[src/rtl/proc_run_ctrl.sv]
// proc_run_ctrl: run/stop/single-step execution controller for the TinyRV1 core.
// Debounces the board keys, paces free-running execution with a rate divider,
// halts on a PC breakpoint and issues single-cycle clock enables in CLOCK_50.
module proc_run_ctrl #(
  parameter int unsigned DEBOUNCE_CYCLES = 500000,
  parameter int unsigned TICK_DIV        = 10000000,
  parameter int unsigned CNT_W           = 16
) (
  input  logic             CLOCK_50,
  input  logic             rst,
  input  logic             key_run_n,
  input  logic             key_step_n,
  input  logic             bp_en,
  input  logic [7:0]       bp_addr,
  input  logic [31:0]      pc,
  output logic             proc_ce,
  output logic             proc_rst_n,
  output logic [1:0]       state,
  output logic [CNT_W-1:0] step_count,
  output logic             bp_hit
);

  localparam int unsigned DB_W   = (DEBOUNCE_CYCLES > 1) ? $clog2(DEBOUNCE_CYCLES) : 1;
  localparam int unsigned TICK_W = (TICK_DIV > 1) ? $clog2(TICK_DIV) : 1;
  localparam int unsigned NKEYS  = 2;

  typedef enum logic [1:0] {
    S_HALT  = 2'd0,
    S_RUN   = 2'd1,
    S_BREAK = 2'd2
  } state_t;

  // Key index 0 is run/stop, index 1 is single-step.
  logic [NKEYS-1:0] key_raw;
  logic [NKEYS-1:0] sync0_q, sync1_q;
  logic [NKEYS-1:0] level_q, level_d;
  logic [DB_W-1:0]  db_cnt_q [NKEYS];
  logic [DB_W-1:0]  db_cnt_d [NKEYS];
  logic [NKEYS-1:0] press_c;

  logic [1:0]        rst_sync_q;
  logic              run_ev_c, step_ev_c, tick_c, bp_match_c;
  logic [TICK_W-1:0] tick_cnt_q, tick_cnt_d;
  state_t            state_q, state_d;
  logic              ce_d, proc_ce_q;
  logic              bp_hit_q, bp_hit_d;
  logic              skip_q, skip_d;
  logic [CNT_W-1:0]  step_cnt_q, step_cnt_d;
  logic              unused_pc_hi;

  assign key_raw      = {key_step_n, key_run_n};
  assign unused_pc_hi = ^pc[31:8];

  // Processor reset: asserts with rst, releases on the 2nd edge after rst rises.
  always_ff @(posedge CLOCK_50 or negedge rst) begin
    if (!rst) rst_sync_q <= 2'b00;
    else      rst_sync_q <= {rst_sync_q[0], 1'b1};
  end

  // Two-flop synchronizers on the raw keys (idle high).
  always_ff @(posedge CLOCK_50 or negedge rst) begin
    if (!rst) begin
      sync0_q <= '1;
      sync1_q <= '1;
    end else begin
      sync0_q <= key_raw;
      sync1_q <= sync0_q;
    end
  end

  // Debounce: accept a new level after DEBOUNCE_CYCLES consecutive differing samples.
  always_comb begin
    for (int k = 0; k < int'(NKEYS); k++) begin
      level_d[k]  = level_q[k];
      db_cnt_d[k] = '0;
      press_c[k]  = 1'b0;
      if (sync1_q[k] != level_q[k]) begin
        if (db_cnt_q[k] == DB_W'(DEBOUNCE_CYCLES - 1)) begin
          level_d[k] = sync1_q[k];
          press_c[k] = level_q[k];
        end else begin
          db_cnt_d[k] = db_cnt_q[k] + DB_W'(1);
        end
      end
    end
  end

  // Debounced key levels and counters.
  always_ff @(posedge CLOCK_50 or negedge rst) begin
    if (!rst) begin
      level_q <= '1;
      for (int k = 0; k < int'(NKEYS); k++) db_cnt_q[k] <= '0;
    end else begin
      level_q <= level_d;
      for (int k = 0; k < int'(NKEYS); k++) db_cnt_q[k] <= db_cnt_d[k];
    end
  end

  // Presses are ignored while the core is held in reset; run beats step.
  assign run_ev_c   = press_c[0] & rst_sync_q[1];
  assign step_ev_c  = press_c[1] & rst_sync_q[1] & ~press_c[0];
  assign tick_c     = (state_q == S_RUN) && (tick_cnt_q == TICK_W'(TICK_DIV - 1));
  assign bp_match_c = bp_en && (pc[7:0] == bp_addr) && !skip_q;

  // Next-state, enable and flag logic.
  always_comb begin
    state_d    = state_q;
    ce_d       = 1'b0;
    bp_hit_d   = bp_hit_q;
    skip_d     = skip_q;
    tick_cnt_d = '0;
    if (state_q == S_RUN && !tick_c) tick_cnt_d = tick_cnt_q + TICK_W'(1);
    if (run_ev_c) bp_hit_d = 1'b0;
    unique case (state_q)
      S_HALT: begin
        if (run_ev_c) begin
          state_d    = S_RUN;
          skip_d     = 1'b1;
          tick_cnt_d = '0;
        end else if (step_ev_c) begin
          ce_d = 1'b1;
        end
      end
      S_RUN: begin
        if (run_ev_c) begin
          state_d = S_HALT;
        end else if (tick_c) begin
          skip_d = 1'b0;
          if (bp_match_c) begin
            state_d  = S_BREAK;
            bp_hit_d = 1'b1;
          end else begin
            ce_d = 1'b1;
          end
        end
      end
      S_BREAK: begin
        if (run_ev_c) begin
          state_d    = S_RUN;
          skip_d     = 1'b1;
          tick_cnt_d = '0;
        end else if (step_ev_c) begin
          ce_d = 1'b1;
        end
      end
      default: state_d = S_HALT;
    endcase
    step_cnt_d = step_cnt_q;
    if (ce_d && (step_cnt_q != '1)) step_cnt_d = step_cnt_q + CNT_W'(1);
  end

  // Controller state register.
  always_ff @(posedge CLOCK_50 or negedge rst) begin
    if (!rst) begin
      state_q    <= S_HALT;
      proc_ce_q  <= 1'b0;
      bp_hit_q   <= 1'b0;
      skip_q     <= 1'b1;
      tick_cnt_q <= '0;
      step_cnt_q <= '0;
    end else begin
      state_q    <= state_d;
      proc_ce_q  <= ce_d & rst_sync_q[1];
      bp_hit_q   <= bp_hit_d;
      skip_q     <= skip_d;
      tick_cnt_q <= tick_cnt_d;
      step_cnt_q <= step_cnt_d;
    end
  end

  assign proc_ce    = proc_ce_q;
  assign proc_rst_n = rst_sync_q[1];
  assign state      = state_q;
  assign step_count = step_cnt_q;
  assign bp_hit     = bp_hit_q;

endmodule

[config.mk]
export PLATFORM = sky130hd
export DESIGN_NAME = proc_run_ctrl
export DESIGN_NICKNAME = d
export VERILOG_FILES = /design/src/rtl/proc_run_ctrl.sv
export SDC_FILE = /design/constraint.sdc
export NUM_CORES = 1
export LEC_CHECK = 0
export ABC_AREA = 0
export CAP_MARGIN = 20
export CORE_ASPECT_RATIO = 1.1
export CORE_MARGIN = 8
export CORE_UTILIZATION = 49
export CTS_CLUSTER_DIAMETER = 120
export DETAILED_ROUTE_END_ITERATION = 8
export PLACE_DENSITY = 0.87
export SLEW_MARGIN = 20
export SYNTH_ARGS = -nofsm -noshare
export SYNTH_HDL_FRONTEND = slang
export SYNTH_SLANG_ARGS = --single-unit
export TNS_END_PERCENT = 30
[constraint.sdc]
create_clock -name CLOCK_50 -period 2.29 [get_ports CLOCK_50]
set_input_delay 0.687 -clock CLOCK_50 [delete_from_list [all_inputs] [get_ports CLOCK_50]]
set_output_delay 0.687 -clock CLOCK_50 [all_outputs]
set_load 0.03 [all_outputs]
### Word level (Yosys, flattened, before mapping)

Cells that the tools add are included.

* register bits after elaboration: 91
* word-level logic and storage cells: 81

* add/subtract/negate cells: 4
* equality and inequality tests: 14
* muxes and demuxes: 31
* bitwise gates (word level): 5
* reduce and logical (&&, ||, !) cells: 14

Operators with widths (count)
* two-way mux 19 bit: 4
* two-way mux 24 bit: 3
* adder 19 x 1 -> 19 bit (second input constant): 2
* == test 19 bit (second input constant): 2
* adder 24 x 1 -> 24 bit (second input constant): 1
* == test 24 bit (second input constant): 1
* two-way mux 1 bit: 17
* adder 16 x 1 -> 16 bit (second input constant): 1
* inequality test 16 bit (second input constant): 1
* == test 8 bit: 1
* two-way mux 2 bit: 4
* inequality test 3 bit (second input constant): 2
* logical AND 1 bit: 5
* AND 1 bit: 4
* inequality test 2 bit (second input constant): 2
* case mux 1 bit (2 select lines): 2
* case mux 2 bit (2 select lines): 1
* AND reduction 2 bit: 2
* AND reduction 4 bit: 1
* AND reduction 3 bit: 1
* == test 2 x 1 -> 1 bit (second input constant): 1
* == test 2 bit (second input constant): 1
* zero test 1 bit: 2
* zero test 2 bit: 1
* 5 further kinds: 6

### Depth between registers and ports, before layout

Gate-level depths: netlist of run 1.

* depth in word-level cells: 9
* depth in mapped cells: 8
* depth with buffers taken out: 7

### Worst setup path before layout of run 1

No wires, ideal clock.

* kind: reg2reg
* start point: reg tick_cnt_q[8]
* end point: reg step_cnt_q[15] (netlist: step_count[15])
* arrival time: 2.195 ns
* required time: 2.165 ns
* path slack: -0.029 ns
* cell stages (with the launch flop): 7
* path through: dfrtp_1 > or4_4 > nor4b_4 > and4_4 > a22oi_4 > nor4_1 > mux2_2

* cells in the longest elaborated chain, start to end: 6

Ends and longest elaborated chain
* from (decl): line 43 `logic [TICK_W-1:0] tick_cnt_q, tick_cnt_d;`
* from (signal assigned): line 166 `tick_cnt_q <= tick_cnt_d;`
* == test 24 bit: line 102 `assign tick_c = (state_q == S_RUN) && (tick_cnt_q == TICK_W'(TICK_DIV - 1));`
* logical AND 1 bit: line 102
* two-way mux 1 bit: line 127 `end else if (tick_c) begin`
* two-way mux 1 bit: line 125 `if (run_ev_c) begin`
* case mux 1 bit (2 select lines): line 114 `unique case (state_q)`
* logical AND 1 bit: line 149 `if (ce_d && (step_cnt_q != '1)) step_cnt_d = step_cnt_q + CNT_W'(1);`
* to (signal assigned): line 167 `step_cnt_q <= step_cnt_d;`
* to (decl): line 48 `logic [CNT_W-1:0] step_cnt_q, step_cnt_d;`

No other way between the ends.
A chain may end at the register's enable or synchronous reset.

### Worst setup path after layout of run 1

* start point: reg tick_cnt_q[17]
* end point: reg step_cnt_q[15] (netlist: step_count[15])

Same word-level chain as after synthesis.

==> impl_metrics.env, run 1 <==
export IMPL_outcome="finished with violations"
export IMPL_violations="negative setup slack"
export IMPL_fin_skew_ns=0.0110
export IMPL_dr_pass1_iters=4
export IMPL_gr_max_usage_layer="met2"
export IMPL_fin_crit_sh=1.02
export IMPL_syn_avg_cell_area_sq_um=10.2
export IMPL_synth_area_leader_cell="dfrtp_1"
export IMPL_ir_worst_vdd_mv=0.291
export IMPL_die_area_sq_mm=0.0124
export IMPL_clock_latency_ns=0.37
export IMPL_cts_tree="yes"
export IMPL_cts_sinks=91
export IMPL_synthCells=437
export IMPL_die_width_microns=107
export IMPL_max_cap_violations=0
export IMPL_start_util=0.503
export IMPL_timing_final_ws_setup_ns=-0.0507
export IMPL_gr_usage_met1=0.190
export IMPL_cts_root_buf="clkbuf_8"
export IMPL_routedWlPerCell_microns=16.9
export IMPL_grt_pass1_wl_mm=16.9
export IMPL_grt_max_degree=41
export IMPL_synth_nets=486
export IMPL_yosys_top_cells_area="dfrtp_1, xor2_1, nor2_1"
export IMPL_cp_start_kind="flip-flop"
export IMPL_cp_arrival_ns=2.60
export IMPL_final_setup_viol_count=6
export IMPL_slew_headroom=0.601
export IMPL_wl_mm=10.6
export IMPL_grt_util_met2=0.297
export IMPL_cts_reportedPaths_clkPinSlew_ns=0.09
export IMPL_ios=66
export IMPL_dp_hpwl_mm=7.06
export IMPL_hp_class="input port to async pin"
export IMPL_drive_gt1_frac=0.155
export IMPL_rsz0062_at_grt="yes"
export IMPL_grt_total_usage=0.169
export IMPL_crit_required_ns=2.55
export IMPL_fmax_ghz=0.427
export IMPL_die_h_microns=116
export IMPL_antenna_found_initial=0
export IMPL_hold_viol=0
export IMPL_endpoint_kind="flip-flop"
export IMPL_yosys_warnings=0
export IMPL_finalSetupTns_ns=-0.0975
export IMPL_drtIter0Drc=223
export IMPL_grt_pass1_vias=3619
export IMPL_rows=36
export IMPL_synth_ff_type="dfrtp_1"
export IMPL_place_port_buffers=41
export IMPL_ys_seq_area_frac=0.514
export IMPL_tightest_slew_ns=0.590
export IMPL_synth_top_area_frac=0.473
export IMPL_cts_buffers_inserted=9
export IMPL_clk_path_buf_depth=2
export IMPL_powerDensity_mw_per_mm2=581
export IMPL_ant_nets=0
export IMPL_drc=0
export IMPL_startpoint="tick_cnt_q[17]$_DFF_PN0_"
export IMPL_fin_nets=561
export IMPL_ys_seq_elements=91
export IMPL_p_leak_nw=2.54
export IMPL_min_period_ns=2.34
export IMPL_route_vias_total=3541
export IMPL_critPathMaxFanout=5
export IMPL_gp_congestion=0.810
export IMPL_synthArstFlopShare=1.00
export IMPL_overflow=0
export IMPL_syn_to_final_growth_pct=24.2
export IMPL_cts_max_level=3
export IMPL_use_met3=0.0362
export IMPL_worstReg2RegStart="tick_cnt_q[17]$_DFF_PN0_"
export IMPL_antenna_cells=0
export IMPL_path_class="flip-flop to flip-flop"
export IMPL_ys_types=42
export IMPL_synth_edf_count=0
export IMPL_maxSlewViolCount=0
export IMPL_synth_area_sq_mm=0.00444
export IMPL_power_mw=3.21
export IMPL_coreArea_sq_mm=0.00883
export IMPL_viasPerCell=5.61
[routing by layer]
| layer | part of all wire | up-vias |
|---|---|---|
| met5 | 0 | - |
| met4 | 0.035 | 0 |
| met3 | 0.054 | 34 |
| met2 | 0.52 | 134 |
| met1 | 0.39 | 1747 |
| li1 | - | 1626 |
[flip-flops by register name, summed over array words and instances, names as in the netlist]
signal / count
db_cnt_q: 38
rst_sync_q: 2
level_q: 2
step_count: 16
bp_hit: 1
sync0_q: 2
proc_ce: 1
tick_cnt_q: 24
sync1_q: 2
state: 2
skip_q: 1
[synth_stat cells (all sizes together), types with 2 or more instances]
| master | n |
|---|---|
| inv | 8 |
| mux2 | 5 |
| o21ai | 2 |
| dfstp | 7 |
| a21oi | 3 |
| nor3 | 13 |
| nor2 | 84 |
| clkbuf | 3 |
| nor4 | 14 |
| ha | 4 |
| nor2b | 3 |
| xnor2 | 25 |
| and2 | 5 |
| nand2 | 36 |
| or4 | 2 |
| xor2 | 53 |
| buf | 4 |
| and3 | 13 |
| nand3 | 28 |
| nor4bb | 2 |
| or3 | 3 |
| dfrtp | 84 |
| nand4 | 16 |
| nor4b | 4 |
| nand2b | 2 |
| nor3b | 2 |
| and4 | 4 |
[layout make-up]
cell class                      instances  area (sq um)
Clock buffer                            9           124
Multi-Input combinational cell        331          2190
Clock inverter                          7          83.8
Sequential cell                        91          2290
Fill cell                             663          3310
Tap cell                              114           143
Inverter                                8          30.0
Timing Repair Buffer                   71           666
[placed cells by master, fill, tap and decap left out, types with 8 or more instances in the layout]
| cell | n |
|---|---|
| nor3_1 | 11 |
| and3_1 | 13 |
| clkbuf_8 | 9 |
| nand3_1 | 28 |
| nand4_1 | 16 |
| xnor2_1 | 25 |
| clkdlybuf4s50_1 | 32 |
| nand2_1 | 36 |
| nor2_1 | 84 |
| inv_1 | 8 |
| buf_4 | 29 |
| dfrtp_1 | 84 |
| xor2_1 | 53 |
[cells by family after synthesis]
logic type               share of synthesized area
adder cells (fa/ha/maj)                     0.0113
flip-flops                                   0.514
multiplexers                                0.0127
AND/OR/NAND/NOR                              0.279
buffers and inverters                       0.0149
AO/OA/AOI/OAI                               0.0135
other                                     0.000844
XOR/XNOR                                     0.154
[report_power, final]
group          internal [mW]  switching, mW  total, mW  leakage (nW)
Combinational          0.147          0.164      0.311          1.24
Sequential              1.68         0.0750       1.76          1.21
Clock                  0.523          0.614       1.14         0.102
[critical path: stages, from the launching register on]
cell,delay [ns]
dfrtp_1,0.40
or4_4,0.55
nor4b_4,0.24
and4_4,0.27
a22oi_4,0.10
buf_6,0.18
nor4_4,0.16
mux2_4,0.32
[path summary, 6_finish.rpt]
kind                                         endpoint  slack, ns  depth (start not counted)
setup / recovery           step_count[15]$_DFFE_PN0P_      -0.05                          7
hold / removal               tick_cnt_q[13]$_DFF_PN0_       0.28                          1
setup reg to reg           step_count[15]$_DFFE_PN0P_      -0.05                          7
hold reg to reg               rst_sync_q[1]$_DFF_PN0_       0.36                          0
max in group asynchronous          skip_q$_DFFE_PN1P_       1.34                          2
min in group CLOCK_50         rst_sync_q[1]$_DFF_PN0_       0.36                          0
[what timing repair did]
action                                  4_1_cts  5_1_grt
hold buffers                                  0        0
setup buffers                                 2        0
pin swaps                                     3        9
endpoints found under the setup margin       13       18
gates resized for setup                       8       17
gates cloned                                  1        0
[stage by stage]
step / area, sq um / util / instances / worst slack, ns / hold WS [ns]
6_report: 5520 / 0.625 / 631 / -0.0507 / 0.281
5_1_grt: 5520 / 0.625 / 631 / -0.172 / 0.311
4_1_cts: 5450 / 0.617 / 631 / -0.0371 / 0.292
3_5_place_dp: 5180 / 0.587 / 612 / -0.341 / 0.342
3_3_place_gp: 5180 / 0.587 / 612 / -0.344 / 0.333
2_1_floorplan: 4450 / - / 437 / 0.0673 / 0.331
Note: power is estimated with default switching activity, not from simulation.
==> inputs of run 2 (changes only) <==
CORE_MARGIN = 2   (was 8)
CORE_UTILIZATION = 58   (was 49)
PLACE_DENSITY = 0.95   (was 0.87)
SLEW_MARGIN = 10   (was 20)
clock period = 2.8 ns   (was 2.29 ns; I/O delays follow)
==> impl_metrics.env, run 2 (same netlist as run 1, synthesis figures left out) <==
export IMPL_outcome="finished with violations"
export IMPL_violations="negative setup slack"
export IMPL_cpPeakStageDelay_ns=0.55
export IMPL_cts_root_buf="clkbuf_8"
export IMPL_p_sw_uw=667
export IMPL_place_inst=568
export IMPL_dp_hpwl_mm=6.70
export IMPL_syn_to_final_growth_pct=17.4
export IMPL_viasPerCell=5.97
export IMPL_comb_power_share=0.093
export IMPL_die_area_sq_mm=0.00838
export IMPL_reg2reg_slack_ns=-0.01
export IMPL_clk_path_buf_depth=2
export IMPL_cp_arrival_ns=3.07
export IMPL_gp_congestion=0.830
export IMPL_hold_buffers=0
export IMPL_cts_reportedPaths_clkPinSlew_ns=0.09
export IMPL_crit_required_ns=3.06
export IMPL_fin_nets=541
export IMPL_fin_util=0.702
export IMPL_worst_path_max_delay_cell="or4_4"
export IMPL_post_cts_resized=0
export IMPL_fmax_ghz=0.356
export IMPL_internal_power_mw=1.93
export IMPL_wl_mm=9.97
export IMPL_grt_pass1_vias=3623
export IMPL_slew_headroom=0.607
export IMPL_die_width_microns=87.5
export IMPL_critPathMaxFanout=5
export IMPL_dr_pass1_iters=6
export IMPL_routedWlPerCell_microns=17.1
export IMPL_timing_final_ws_setup_ns=-0.0115
export IMPL_crit_chain="or4_4 -> nor4b_4 -> and4_4 -> a22oi_4 -> buf_4 -> nor4_2 -> mux2_2"
export IMPL_crit_buf_inv=1
export IMPL_instances_no_fill=583
export IMPL_coreArea_sq_mm=0.00743
export IMPL_grt_total_usage=0.252
export IMPL_p_sw_frac=0.257
export IMPL_clock_latency_ns=0.37
export IMPL_largest_reg_flops=38
export IMPL_timing_rr_end="step_count[15]$_DFFE_PN0P_"
export IMPL_largest_register="db_cnt_q"
export IMPL_cp_start_kind="flip-flop"
export IMPL_r2r_cells=7
export IMPL_max_cap_violations=0
export IMPL_start_util=0.598
export IMPL_pre_cts_slack_ns=-0.134
export IMPL_hold_viol=0
export IMPL_cp_top_family="simple AND/OR/NAND/NOR gates"
export IMPL_place_port_buffers=41
export IMPL_route_vias_total=3478
export IMPL_tightest_slew_ns=0.581
export IMPL_hp_class="flip-flop to flip-flop"
export IMPL_antenna_found_initial=0
export IMPL_min_period_ns=2.81
export IMPL_final_setup_viol_count=1
export IMPL_antenna_cells=0
export IMPL_worstReg2RegStart="tick_cnt_q[8]$_DFF_PN0_"
export IMPL_ios=66
export IMPL_fin_skew_ns=0.0134
export IMPL_grt_pass1_wl_mm=16.5
export IMPL_cts_sinks=91
export IMPL_layout_common_cells="nor2_1, dfrtp_1, xor2_1, clkdlybuf4s50_1, nand2_1"
export IMPL_cts_tree="yes"
export IMPL_endpoint_kind="flip-flop"
export IMPL_min_from="sync0_q[1]$_DFF_PN1_"
export IMPL_overflow=0
export IMPL_p_leak_nw=2.35
export IMPL_maxSlewViolCount=0
export IMPL_cts_max_level=3
export IMPL_die_h_microns=95.8
export IMPL_p_seq_frac=0.554
export IMPL_grt_max_degree=42
export IMPL_rows=33
export IMPL_path_class="flip-flop to flip-flop"
export IMPL_cts_buffers_inserted=9
export IMPL_power_clock_fraction=0.353
export IMPL_drive_gt1_frac=0.103
export IMPL_ir_worst_vdd_mv=0.414
export IMPL_finalSetupTns_ns=-0.0115
export IMPL_postCtsSetupBuffers=0
export IMPL_fin_crit_sh=1.00
export IMPL_drc=0
export IMPL_hold_depth=0
export IMPL_drtIter0Drc=166
export IMPL_cp_depth=7
export IMPL_powerDensity_mw_per_mm2=497
export IMPL_ant_nets=0
export IMPL_min_to="sync1_q[1]$_DFF_PN1_"
run 2: cell types whose count changed in the layout (fill, tap and decap cells not counted), sizes merged, moves of 2 or more:
cell / delta
dlymetal6s2s: -7
clkdlybuf4s50: +8
inv: -2
buf: -20
run 2: how the worst max path moves through the flow:
stage / end / start / slack [ns]
CTS: step_count[15]$_DFFE_PN0P_ / tick_cnt_q[8]$_DFF_PN0_ / 0.06
floorplan: step_count[15]$_DFFE_PN0P_ / tick_cnt_q[8]$_DFF_PN0_ / 0.48
global placement: step_count[7]$_DFFE_PN0P_ / bp_addr[6] / -0.06
detailed placement: step_count[9]$_DFFE_PN0P_ / bp_addr[6] / -0.13
finish: step_count[15]$_DFFE_PN0P_ / tick_cnt_q[8]$_DFF_PN0_ / -0.01
global route: step_count[15]$_DFFE_PN0P_ / tick_cnt_q[8]$_DFF_PN0_ / -0.07
run 2: power by group through the flow:
stage	combinational, mW	clock, mW	sequential (mW)
3_5_place_dp	0.242	0	1.46
5_1_grt	0.271	0.973	1.45
2_1_floorplan	0.147	0	1.45
4_1_cts	0.246	0.912	1.44
6_report	0.241	0.916	1.44
3_3_place_gp	0.226	0	1.46
run 2: layout make-up:
type	count	area [sq um]
inverter	8	30.0
tap	87	109
sequential	91	2290
fill	506	2210
multi-input combinational	331	2100
clock inverter	5	62.6
clock buffer	10	138
timing repair buffer	51	495
run 2: routing by layer:
layer | track usage | vias up | part of all wire
met3 | 0.0497 | 28 | 0.049
met1 | 0.302 | 1737 | 0.40
met5 | 0 | - | 0
met2 | 0.446 | 125 | 0.52
li1 | - | 1588 | -
met4 | 0.101 | 0 | 0.030
run 2: per-stage QoR:
stage / instance area [sq um] / hold slack (ns) / power (mW)
after floorplan: 4440 / 0.331 / 1.60
final: 5220 / 0.359 / 2.59
after global placement: 5010 / 0.334 / 1.68
after global routing: 5220 / 0.364 / 2.69
after detailed placement: 5010 / 0.347 / 1.70
after CTS: 5210 / 0.360 / 2.60
==> inputs of run 3 (changes only) <==
HOLD_SLACK_MARGIN = 0.15   (was not set)
==> results of run 3 <==
No change in the layout: final DEF, timing and power equal those of run 2.
